--- src/rtl/monolith_pkg.sv ---
// Shared types and constants for the Monolith-31 permutation controller.
package monolith_pkg;

    localparam int MONOLITH_ROUNDS = 6;

    // Source selected for the datapath state register
    typedef enum logic [2:0] {
        LS_IN     = 3'd0,
        LS_BARS   = 3'd1,
        LS_BRICKS = 3'd2,
        LS_CONC   = 3'd3,
        LS_ARC    = 3'd4
    } layer_sel_e;

    typedef enum logic [2:0] {
        ST_IDLE,
        ST_CONC_ISSUE,
        ST_CONC_WAIT,
        ST_BARS,
        ST_BRICKS,
        ST_ARC,
        ST_OUT,
        ST_ERR
    } ctrl_state_e;

endpackage

--- src/rtl/monolith_conc_timer.sv ---
// Watchdog for the concrete multiplier: cleared when a multiply is launched,
// counts while waiting, flags expiry so that the controller enters ERR
// exactly TIMEOUT cycles after the conc_start cycle.
module monolith_conc_timer #(
    parameter int TIMEOUT = 64
) (
    input  logic clk,
    input  logic reset,
    input  logic clr,
    input  logic en,
    output logic expired
);

    // Holds values up to TIMEOUT-2, the last waiting cycle before giving up
    localparam int CNT_W = (TIMEOUT > 2) ? $clog2(TIMEOUT) : 1;

    logic [CNT_W-1:0] cnt_q;
    logic [CNT_W-1:0] cnt_d;

    // Next count: clear on launch, advance while waiting
    always_comb begin
        cnt_d = cnt_q;
        if (clr) begin
            cnt_d = '0;
        end else if (en) begin
            cnt_d = cnt_q + CNT_W'(1);
        end
    end

    // Counter register with synchronous active-low reset
    always_ff @(posedge clk) begin
        if (!reset) begin
            cnt_q <= '0;
        end else begin
            cnt_q <= cnt_d;
        end
    end

    // First wait cycle sees 0; expiry on the wait cycle TIMEOUT-1 after launch
    assign expired = (cnt_q == CNT_W'(TIMEOUT - 2));

endmodule

--- src/rtl/monolith_perm_ctrl.sv ---
// Sequencer for one Monolith-31 permutation: initial concrete layer, then
// NUM_ROUNDS rounds of bars, bricks, concrete and round-constant add (no
// constant after the last concrete).
//
// state      | meaning
// -----------+--------------------------------------------------------
// IDLE       | waiting for input, in_ready high
// CONC_ISSUE | one-cycle conc_start pulse, watchdog cleared
// CONC_WAIT  | waiting for concrete result, watchdog running
// BARS       | write bars layer
// BRICKS     | write bricks layer
// ARC        | add round constant rc_idx=rnd, advance round
// OUT        | result held, waiting for out_ready
// ERR        | concrete timeout, sticky until reset
module monolith_perm_ctrl
    import monolith_pkg::*;
#(
    parameter int NUM_ROUNDS = MONOLITH_ROUNDS,
    parameter int RC_IDX_W   = (NUM_ROUNDS > 1) ? $clog2(NUM_ROUNDS) : 1,
    parameter int TIMEOUT    = 64
) (
    input  logic                clk,
    input  logic                reset,
    input  logic                in_valid,
    output logic                in_ready,
    output logic                out_valid,
    input  logic                out_ready,
    output logic                busy,
    output logic                state_we,
    output logic [2:0]          layer_sel,
    output logic [RC_IDX_W-1:0] rc_idx,
    output logic                conc_start,
    input  logic                conc_valid,
    output logic                err
);

    ctrl_state_e         state_q, state_d;
    logic [RC_IDX_W-1:0] rnd_q, rnd_d;
    logic                pre_q, pre_d;
    logic                tmr_clr, tmr_en, tmr_expired;
    layer_sel_e          ls;

    monolith_conc_timer #(
        .TIMEOUT (TIMEOUT)
    ) u_conc_timer (
        .clk     (clk),
        .reset   (reset),
        .clr     (tmr_clr),
        .en      (tmr_en),
        .expired (tmr_expired)
    );

    // State, round counter and pre-round flag registers
    always_ff @(posedge clk) begin
        if (!reset) begin
            state_q <= ST_IDLE;
            rnd_q   <= '0;
            pre_q   <= 1'b1;
        end else begin
            state_q <= state_d;
            rnd_q   <= rnd_d;
            pre_q   <= pre_d;
        end
    end

    // Next-state logic; a concrete result wins over a same-cycle timeout
    always_comb begin
        state_d = state_q;
        rnd_d   = rnd_q;
        pre_d   = pre_q;
        tmr_clr = 1'b0;
        tmr_en  = 1'b0;
        case (state_q)
            ST_IDLE: begin
                if (in_valid) begin
                    pre_d   = 1'b1;
                    rnd_d   = '0;
                    state_d = ST_CONC_ISSUE;
                end
            end
            ST_CONC_ISSUE: begin
                tmr_clr = 1'b1;
                state_d = ST_CONC_WAIT;
            end
            ST_CONC_WAIT: begin
                tmr_en = 1'b1;
                if (conc_valid) begin
                    if (pre_q) begin
                        pre_d   = 1'b0;
                        state_d = ST_BARS;
                    end else if (rnd_q == RC_IDX_W'(NUM_ROUNDS - 1)) begin
                        state_d = ST_OUT;
                    end else begin
                        state_d = ST_ARC;
                    end
                end else if (tmr_expired) begin
                    state_d = ST_ERR;
                end
            end
            ST_BARS:   state_d = ST_BRICKS;
            ST_BRICKS: state_d = ST_CONC_ISSUE;
            ST_ARC: begin
                rnd_d   = rnd_q + RC_IDX_W'(1);
                state_d = ST_BARS;
            end
            ST_OUT: begin
                if (out_ready) begin
                    state_d = ST_IDLE;
                end
            end
            ST_ERR:  state_d = ST_ERR;
            default: state_d = ST_IDLE;
        endcase
    end

    // Moore outputs plus the two accept-style writes (IN on accept, CONC on result)
    always_comb begin
        in_ready   = 1'b0;
        out_valid  = 1'b0;
        busy       = 1'b0;
        state_we   = 1'b0;
        ls         = LS_IN;
        rc_idx     = '0;
        conc_start = 1'b0;
        err        = 1'b0;
        case (state_q)
            ST_IDLE: begin
                in_ready = 1'b1;
                if (in_valid) begin
                    state_we = 1'b1;
                    ls       = LS_IN;
                end
            end
            ST_CONC_ISSUE: begin
                busy       = 1'b1;
                conc_start = 1'b1;
            end
            ST_CONC_WAIT: begin
                busy = 1'b1;
                if (conc_valid) begin
                    state_we = 1'b1;
                    ls       = LS_CONC;
                end
            end
            ST_BARS: begin
                busy     = 1'b1;
                state_we = 1'b1;
                ls       = LS_BARS;
            end
            ST_BRICKS: begin
                busy     = 1'b1;
                state_we = 1'b1;
                ls       = LS_BRICKS;
            end
            ST_ARC: begin
                busy     = 1'b1;
                state_we = 1'b1;
                ls       = LS_ARC;
                rc_idx   = rnd_q;
            end
            ST_OUT:  out_valid = 1'b1;
            ST_ERR:  err = 1'b1;
            default: ;
        endcase
    end

    assign layer_sel = ls;

endmodule

--- config.mk ---
export PLATFORM = sky130hd
export DESIGN_NAME = monolith_perm_ctrl
export DESIGN_NICKNAME = d
export VERILOG_FILES = /design/src/rtl/monolith_pkg.sv /design/src/rtl/monolith_conc_timer.sv /design/src/rtl/monolith_perm_ctrl.sv
export SDC_FILE = /design/constraint.sdc
export NUM_CORES = 1
export LEC_CHECK = 0
export CELL_PAD_IN_SITES_DETAIL_PLACEMENT = 1
export CELL_PAD_IN_SITES_GLOBAL_PLACEMENT = 1
export CORE_MARGIN = 4
export CORE_UTILIZATION = 32
export DETAILED_ROUTE_END_ITERATION = 8
export PLACE_DENSITY_LB_ADDON = 0.1
export SLEW_MARGIN = 0
export SYNTH_ARGS = -nofsm -noshare
export SYNTH_HDL_FRONTEND = slang
export SYNTH_SLANG_ARGS = --single-unit
--- constraint.sdc ---
create_clock -name clk -period 1.1 [get_ports clk]
set_input_delay 0.22 -clock clk [delete_from_list [all_inputs] [get_ports clk]]
set_output_delay 0.22 -clock clk [all_outputs]
set_load 0.02 [all_outputs]
==> flow_summary.json, run 1 <==
{
  "gr-total-overflow": 0,
  "hold_violations": 0,
  "drv_cap": 0,
  "avgRoutedWirePerCell_um": 19.2,
  "critPathKind": "input port to primary output",
  "start_kind": "input port",
  "grt_usage_pct": 18.8,
  "syn_nets": 102,
  "placedInstanceArea_um2": 1220,
  "hpwl_um": 1820,
  "drc_errors": 0,
  "via_count": 910,
  "design_area_um2": 1480,
  "grt_setup_unrepaired": "true",
  "area_delta_synth_final_pct": 93.5,
  "dieArea_um2": 3230,
  "reg2reg_from": "state_q[2]$_SDFFE_PN0P_",
  "finalSetupViolCount": 25,
  "mostFrequentLayoutCells": "28 x buf_4, 22 x buf_6, 10 x dfxtp_1",
  "vdd_ir_drop_max_v": 0.000978,
  "dp_cells": 165,
  "ctsRootBufferMaster": "clkbuf_4",
  "fmax_mhz": 657,
  "endpoint_kind": "primary output",
  "startpoint": "conc_valid",
  "whs_ps": 526,
  "initial_utilization_pct": 34.2,
  "vias_per_cell": 5.14,
  "ys_types": 34,
  "holdPathStages": 1,
  "fin_ws_ps": -423,
  "num_io_pins": 17,
  "leakage_nw": 0.662,
  "drive_above_1_share_pct": 61.7,
  "drt_wl_total_um": 3400,
  "crit_buf_inv": 3,
  "report.final.slew_viol_count": 0,
  "crit_path_top_delay_cell": "clkdlybuf4s50_1",
  "p_per_area_nw_per_um2": 1670,
  "grt_max_degree": 8,
  "nets": 159,
  "die_w_um": 56.9,
  "crit_required_ps": 880,
  "ctsHtreeMaxLevel": 1,
  "drtPass1Iterations": 3,
  "synth_warnings": 0,
  "status": "complete, but fails checks",
  "path_cells": "clkdlybuf4s50_1, inv_1, o21ai_2, and2_4, buf_6",
  "timing.final.crit_period_ps": 1520,
  "grt_pass1_vias": 997,
  "period_share_pct": 138,
  "grt_pass1_wl_um": 4730,
  "ctsHoldBuffers": 0,
  "hold_path.class": "flip-flop to flip-flop",
  "grt_antenna_before_repair": 0,
  "path_clk_slew_ps": 90,
  "layout.cells.non_filler": 177,
  "drtAntennaViolNets": 0,
  "violations": "setup timing",
  "synth_cells": 93,
  "coreArea_um2": 2230,
  "critical-path-top-delay-family": "buffers and inverters",
  "cp.depth": 5,
  "clockBufferDepth": 2,
  "crit_path_max_fanout": 3,
  "fp.dieH_um": 56.9,
  "finalClockSkew_ps": 6.92,
  "syn_area_um2": 764,
  "rows": 17,
  "ff2ff_path_depth": 7,
  "layout_commonest_cell": "buf_4",
  "r2r_end": "u_conc_timer.cnt_q[4]$_SDFFE_PP0P_",
  "clock-sinks": 13,
  "cp_data_arrival_time_ps": 1300,
  "relSlewSlack_pct": 76.7,
  "drt_iter0_drc": 29,
  "syn_area_per_cell_um2": 8.22,
  "setup.worst_path.end": "layer_sel[1]",
  "diodes": 0,
  "rrSetupSlack_ps": -370,
  "cts_made_buffers": 3,
  "tritoncts": "built",
  "clk_latency_ps": 290,
  "worstMarginPinSlew_ps": 345,
  "gp_congestion": 0.818,
  "final_core_utilization_pct": 66.2,
  "synth_seq_cells": 13,
  "slowest_delay_ps": 560,
  "port_buffers": 16,
  "ys_seq_area_share_pct": 34.0
}
-- repair_timing --
item,CTS,global route
resized for setup,89,22
buffers inserted,5,6
endpoints found under the setup margin,25,25
pin swaps,14,6
-- cells by family (layout without fill, tap and decap cells) --
family	Yosys count	in the layout	share of synthesized area [%]
buffers and inverters	8	64	5.56
and+or+nand+nor	42	42	28.1
muxes	1	1	1.31
adders and majority gates	4	4	6.55
DFF	13	13	34.0
xor gates and xnor gates	7	7	8.02
AOI/OAI and AO/OA	18	18	16.4
-- state kept, by name, summed over array words and instances, names as in the netlist --
signal	count
u_conc_timer.cnt_q	6
rnd_q	3
state_q	3
pre_q	1
-- cells in the mapped netlist (all sizes together) --
cell type   n  share of area [%]
a211oi      1               0.98
a21boi      1               0.98
a21o        1               0.98
a21oi       5                3.3
a31oi       2                1.6
a32oi       1                2.1
and2        3                2.5
and3        2                1.6
buf         3                3.1
dfxtp      13                 34
ha          4                6.5
inv         5                2.5
mux2i       1                1.3
nand2      10                4.9
nand2b      3                2.5
nand3       1               0.65
nand3b      1                1.5
nand4       2                1.6
nor2       15                7.4
nor2b       2                1.6
nor3        1               0.65
nor3b       1                2.5
o2111a      1                1.5
o211ai      1               0.98
o21ai       3                2.0
o22ai       1               0.82
o41ai       1                1.1
or3         1               0.82
xnor2       2                2.3
xor2        5                5.7
-- routing by layer --
| layer | global-route usage [%] | wire length (um) | vias up |
|---|---|---|---|
| li1 | - | - | 426 |
| met1 | 20.2 | 1360 | 443 |
| met2 | 36.5 | 1790 | 28 |
| met3 | 2.76 | 119 | 13 |
| met4 | 6.29 | 135 | 0 |
| met5 | 0 | 0 | - |
-- power by group --
part / total (mW) / switching [mW] / leakage (nW) / internal [mW]
Sequential: 0.590 / 0.0602 / 0.107 / 0.530
Clock: 0.324 / 0.183 / 0.0150 / 0.141
Combinational: 1.56 / 0.752 / 0.539 / 0.809
Total: 2.48 / 0.995 / 0.662 / 1.48
-- per-stage QoR --
stage / setup WS [ps] / power, mW / setup TNS [ps]
5_1_grt: -471 / 2.61 / -9080
4_1_cts: -359 / 2.23 / -6540
2_1_floorplan: -113 / 1.17 / -822
3_5_place_dp: -812 / 1.71 / -10340
3_3_place_gp: -748 / 1.68 / -9770
6_report: -423 / 2.48 / -7660
-- final cells by class --
| cell class | count | area (um^2) |
|---|---|---|
| fillers | 248 | 754 |
| multi-input cells | 72 | 624 |
| repair buffers | 55 | 503 |
| flip-flops and latches | 13 | 269 |
| well taps | 28 | 35.0 |
| clock buffers | 4 | 26.3 |
| inverters | 5 | 21.3 |
-- how the worst min path moves through the flow --
stage / startpoint / end / slack [ps]
2_1_floorplan: reset / state_q[1]$_SDFFE_PN0P_ / 340
3_3_place_gp: pre_q$_SDFFE_PN1P_ / pre_q$_SDFFE_PN1P_ / 460
3_5_place_dp: pre_q$_SDFFE_PN1P_ / pre_q$_SDFFE_PN1P_ / 480
4_1_cts: pre_q$_SDFFE_PN1P_ / pre_q$_SDFFE_PN1P_ / 510
5_1_grt: pre_q$_SDFFE_PN1P_ / pre_q$_SDFFE_PN1P_ / 550
6_report: pre_q$_SDFFE_PN1P_ / pre_q$_SDFFE_PN1P_ / 530
No activity file was read; power rests on OpenSTA's default activity.
==> run 2: changes to the inputs <==
--- a/config.mk
+++ b/config.mk
@@ -11,6 +11,7 @@
 export CORE_UTILIZATION = 32
 export DETAILED_ROUTE_END_ITERATION = 8
 export PLACE_DENSITY_LB_ADDON = 0.1
+export RECOVER_POWER = 100
 export SLEW_MARGIN = 0
 export SYNTH_ARGS = -nofsm -noshare
 export SYNTH_HDL_FRONTEND = slang
==> results of run 2 <==
The final DEF is identical to that of run 1; final timing and power are the same.
==> run 3: changes to the inputs <==
--- a/config.mk
+++ b/config.mk
@@ -8,8 +8,9 @@
 export CELL_PAD_IN_SITES_DETAIL_PLACEMENT = 1
 export CELL_PAD_IN_SITES_GLOBAL_PLACEMENT = 1
 export CORE_MARGIN = 4
-export CORE_UTILIZATION = 32
+export CORE_UTILIZATION = 39
 export DETAILED_ROUTE_END_ITERATION = 8
+export DONT_BUFFER_PORTS = 1
 export PLACE_DENSITY_LB_ADDON = 0.1
 export RECOVER_POWER = 100
 export SLEW_MARGIN = 0
==> run 3 against run 2 <==
  * The flow now stops in 4_1_cts
  * Synthesized cell count did not move
  * Area after synthesis did not move
==> flow_summary.json, run 3 <==
{
  "syn_nets": 102,
  "num_io_pins": 17,
  "syn_area_per_cell_um2": 8.22,
  "synth_cells": 93,
  "synth_edf_count": 0,
  "stop_error": "[ERROR DPL-0033] detailed placement checks failed during check placement.",
  "syn_area_um2": 764,
  "ctsResizeCount": 43,
  "fp.dieH_um": 52.3,
  "cts_made_buffers": 3,
  "yosysTopAreaCell": "dfxtp_1",
  "synth_common_cells": "15 x nor2_1, 13 x dfxtp_1, 10 x nand2_1",
  "postCtsSetupBuffers": 13,
  "ys_seq_area_share_pct": 34.0,
  "synth_warnings": 0,
  "clock-sinks": 13,
  "post-synth-top-count-cell": "nor2_1",
  "ctsHoldBuffers": 0,
  "ctsRootBufferMaster": "clkbuf_4",
  "hpwl_um": 1680,
  "gp_congestion": 0.840,
  "synth_top_area_share_pct": 34.0,
  "port_buffers": 0,
  "stop_stage": "4_1_cts",
  "ctsHtreeMaxLevel": 1,
  "rows": 15,
  "ys_types": 34,
  "clockBufferDepth": 2,
  "initial_utilization_pct": 42.9,
  "synth-async-reset-ratio_pct": 0,
  "status": "stopped before the end",
  "yosys-top-cells-area": "dfxtp_1 34%, nor2_1 7.4%, ha_1 6.5%",
  "synthFlopType": "dfxtp_1",
  "synth_seq_cells": 13,
  "die_w_um": 52.3
}
[run 3: cell counts after synthesis]
No cell type changed its count.
[run 3: kinds of logic after synthesis]
group                      after synthesis  share of synthesized area, %
buffers and inverters                    8                          5.56
DFF                                     13                          34.0
and+or+nand+nor                         42                          28.1
adders and majority gates                4                          6.55
muxes                                    1                          1.31
xor gates and xnor gates                 7                          8.02
AOI/OAI and AO/OA                       18                          16.4
[run 3: through the flow]
step	std cells	hold slack [ps]	worst slack (ps)	utilization (%)	instance area (um^2)
after detailed placement	140	359	-192	57.4	1020
after global placement	140	356	-145	57.4	1020
after floorplan	93	335	-113	-	822
==> run 4: changes to the inputs <==
--- a/config.mk
+++ b/config.mk
@@ -5,13 +5,11 @@
 export SDC_FILE = /design/constraint.sdc
 export NUM_CORES = 1
 export LEC_CHECK = 0
-export CELL_PAD_IN_SITES_DETAIL_PLACEMENT = 1
-export CELL_PAD_IN_SITES_GLOBAL_PLACEMENT = 1
-export CORE_MARGIN = 4
-export CORE_UTILIZATION = 39
+export CORE_AREA = 4 4 65 67
 export DETAILED_ROUTE_END_ITERATION = 8
+export DIE_AREA = 0 0 69 71
 export DONT_BUFFER_PORTS = 1
-export PLACE_DENSITY_LB_ADDON = 0.1
+export PLACE_DENSITY_LB_ADDON = 0.15
 export RECOVER_POWER = 100
 export SLEW_MARGIN = 0
 export SYNTH_ARGS = -nofsm -noshare
==> constraint.sdc (replaced) <==
create_clock -name clk -period 1.4 [get_ports clk]
set_input_delay 0.28 -clock clk [delete_from_list [all_inputs] [get_ports clk]]
set_output_delay 0.28 -clock clk [all_outputs]
set_load 0.02 [all_outputs]
==> run 4 against run 3 <==
  * The flow now finishes, with violations (setup timing)
==> flow_summary.json, run 4 (synthesis results as in run 1) <==
{
  "status": "complete, but fails checks",
  "violations": "setup timing",
  "drt_wl_total_um": 2000,
  "timing.final.crit_period_ps": 1420,
  "grt_antenna_before_repair": 0,
  "ctsHoldBuffers": 0,
  "critPathKind": "flip-flop to primary output",
  "p_seq_share_pct": 27.7,
  "vias_per_cell": 4.33,
  "drtPass1Iterations": 4,
  "p_clk_share_pct": 19.5,
  "via_count": 758,
  "p_int_mw": 1.12,
  "initial_utilization_pct": 21.0,
  "ctsHtreeMaxLevel": 1,
  "report.final.slew_viol_count": 0,
  "power_frac_comb_pct": 52.8,
  "final-seq-area_um2": 272,
  "grt_max_degree": 8,
  "power.switching_uw": 624,
  "grt_usage_pct": 8.29,
  "finalClockSkew_ps": 1.62,
  "clk_latency_ps": 240,
  "path_clk_slew_ps": 60,
  "start_kind": "flip-flop",
  "port_buffers": 0,
  "cp_data_arrival_time_ps": 1140,
  "layout.cells.non_filler": 175,
  "fp.dieH_um": 71,
  "gp_congestion": 0.738,
  "worstMarginPinSlew_ps": 336,
  "p_sw_share_pct": 35.8,
  "layout_commonest_cell": "buf_4",
  "clock-sinks": 13,
  "drt_iter0_drc": 29,
  "cts_made_buffers": 3,
  "drc_errors": 0,
  "diodes": 0,
  "grt_pass1_wl_um": 3260,
  "dp_cells": 160,
  "die_w_um": 69,
  "grt_setup_unrepaired": "true",
  "area_delta_synth_final_pct": 63.2,
  "period_share_pct": 101,
  "finalSetupViolCount": 1,
  "num_io_pins": 17,
  "fin_ws_ps": -18.7,
  "grt_pass1_vias": 712,
  "gr-total-overflow": 0,
  "endpoint_kind": "primary output",
  "placedInstanceArea_um2": 971,
  "multi_input_area_um2": 557,
  "clockBufferDepth": 2,
  "ctsRootBufferMaster": "clkbuf_8",
  "crit_required_ps": 1120,
  "top_regs": "u_conc_timer.cnt_q: 6 flops, rnd_q: 3 flops, state_q: 3 flops",
  "hpwl_um": 1410,
  "nets": 137,
  "hold_path.class": "input port to flip-flop",
  "relSlewSlack_pct": 77.3,
  "largest_reg_flops": 6,
  "dieArea_um2": 4900,
  "pre_cts_ws_ps": -11.3,
  "avgRoutedWirePerCell_um": 11.4,
  "design_area_um2": 1250,
  "fillers": 380,
  "drtAntennaViolNets": 0,
  "mostFrequentLayoutCells": "21 x buf_4, 12 x nor2_1, 12 x buf_6",
  "p_per_area_nw_per_um2": 1400,
  "drv_cap": 0,
  "hold_violations": 0,
  "leakage_nw": 0.545,
  "coreArea_um2": 3630,
  "rows": 22,
  "vdd_ir_drop_max_v": 0.000493,
  "tritoncts": "built",
  "drive_above_1_share_pct": 45.7,
  "crit_path_max_fanout": 5,
  "whs_ps": 167,
  "fmax_mhz": 705,
  "top_register": "u_conc_timer.cnt_q"
}
## run 4: layout make-up
| type | instances | area share [%] |
|---|---|---|
| tap | 48 | 4.81 |
| sequential | 13 | 21.8 |
| inverter | 5 | 1.71 |
| clock buffer | 4 | 3.61 |
| multi-input combinational | 72 | 44.6 |
| timing repair buffer | 33 | 23.5 |
## run 4: power by group through the flow
stage | Combinational, mW | Clock [mW] | Sequential [mW]
after floorplan | 0.409 | 0 | 0.449
after global placement | 0.647 | 0 | 0.479
after detailed placement | 0.640 | 0 | 0.479
after CTS | 0.790 | 0.357 | 0.473
after global routing | 0.999 | 0.375 | 0.494
final | 0.922 | 0.341 | 0.482
## run 4: stage by stage
stage	TNS (ps)	power (mW)	utilization [%]
2_1_floorplan	0	0.857	-
3_3_place_gp	-73.7	1.13	26.7
3_5_place_dp	-11.3	1.12	26.7
4_1_cts	-164	1.62	30.7
5_1_grt	-335	1.87	34.3
6_report	-18.7	1.74	34.3
## run 4: path summary, 6_finish.rpt
path                                               from  slack, ps  cells past startpoint                 endpoint
worst min register to register       pre_q$_SDFFE_PN1P_        480                      1       pre_q$_SDFFE_PN1P_
worst min-delay path                              reset        170                      2  state_q[1]$_SDFFE_PN0P_
worst max register to register  state_q[2]$_SDFFE_PN0P_         70                      7    rnd_q[1]$_SDFFE_PN0P_
worst max-delay path            state_q[2]$_SDFFE_PN0P_        -20                      4                     busy
## run 4: routing by layer
metal / track usage [%] / up-vias / routed length (um)
met1: 10.2 / 351 / 965
li1: - / 390 / -
met5: 0 / - / 0
met3: 2.98 / 4 / 89
met2: 13.5 / 13 / 919
met4: 2.60 / 0 / 21
## run 4: what timing repair did
item / in CTS / in global routing
gates resized for setup: 21 / 23
pin swaps: 2 / 7
buffers inserted: 6 / 5
endpoints found under the setup margin: 14 / 19
## run 4: critical path, cell delays in order (launching register included)
cell	delay (ps)
dfxtp_4	360
buf_6	130
nor3_4	210
a21oi_2	40
buf_4	150
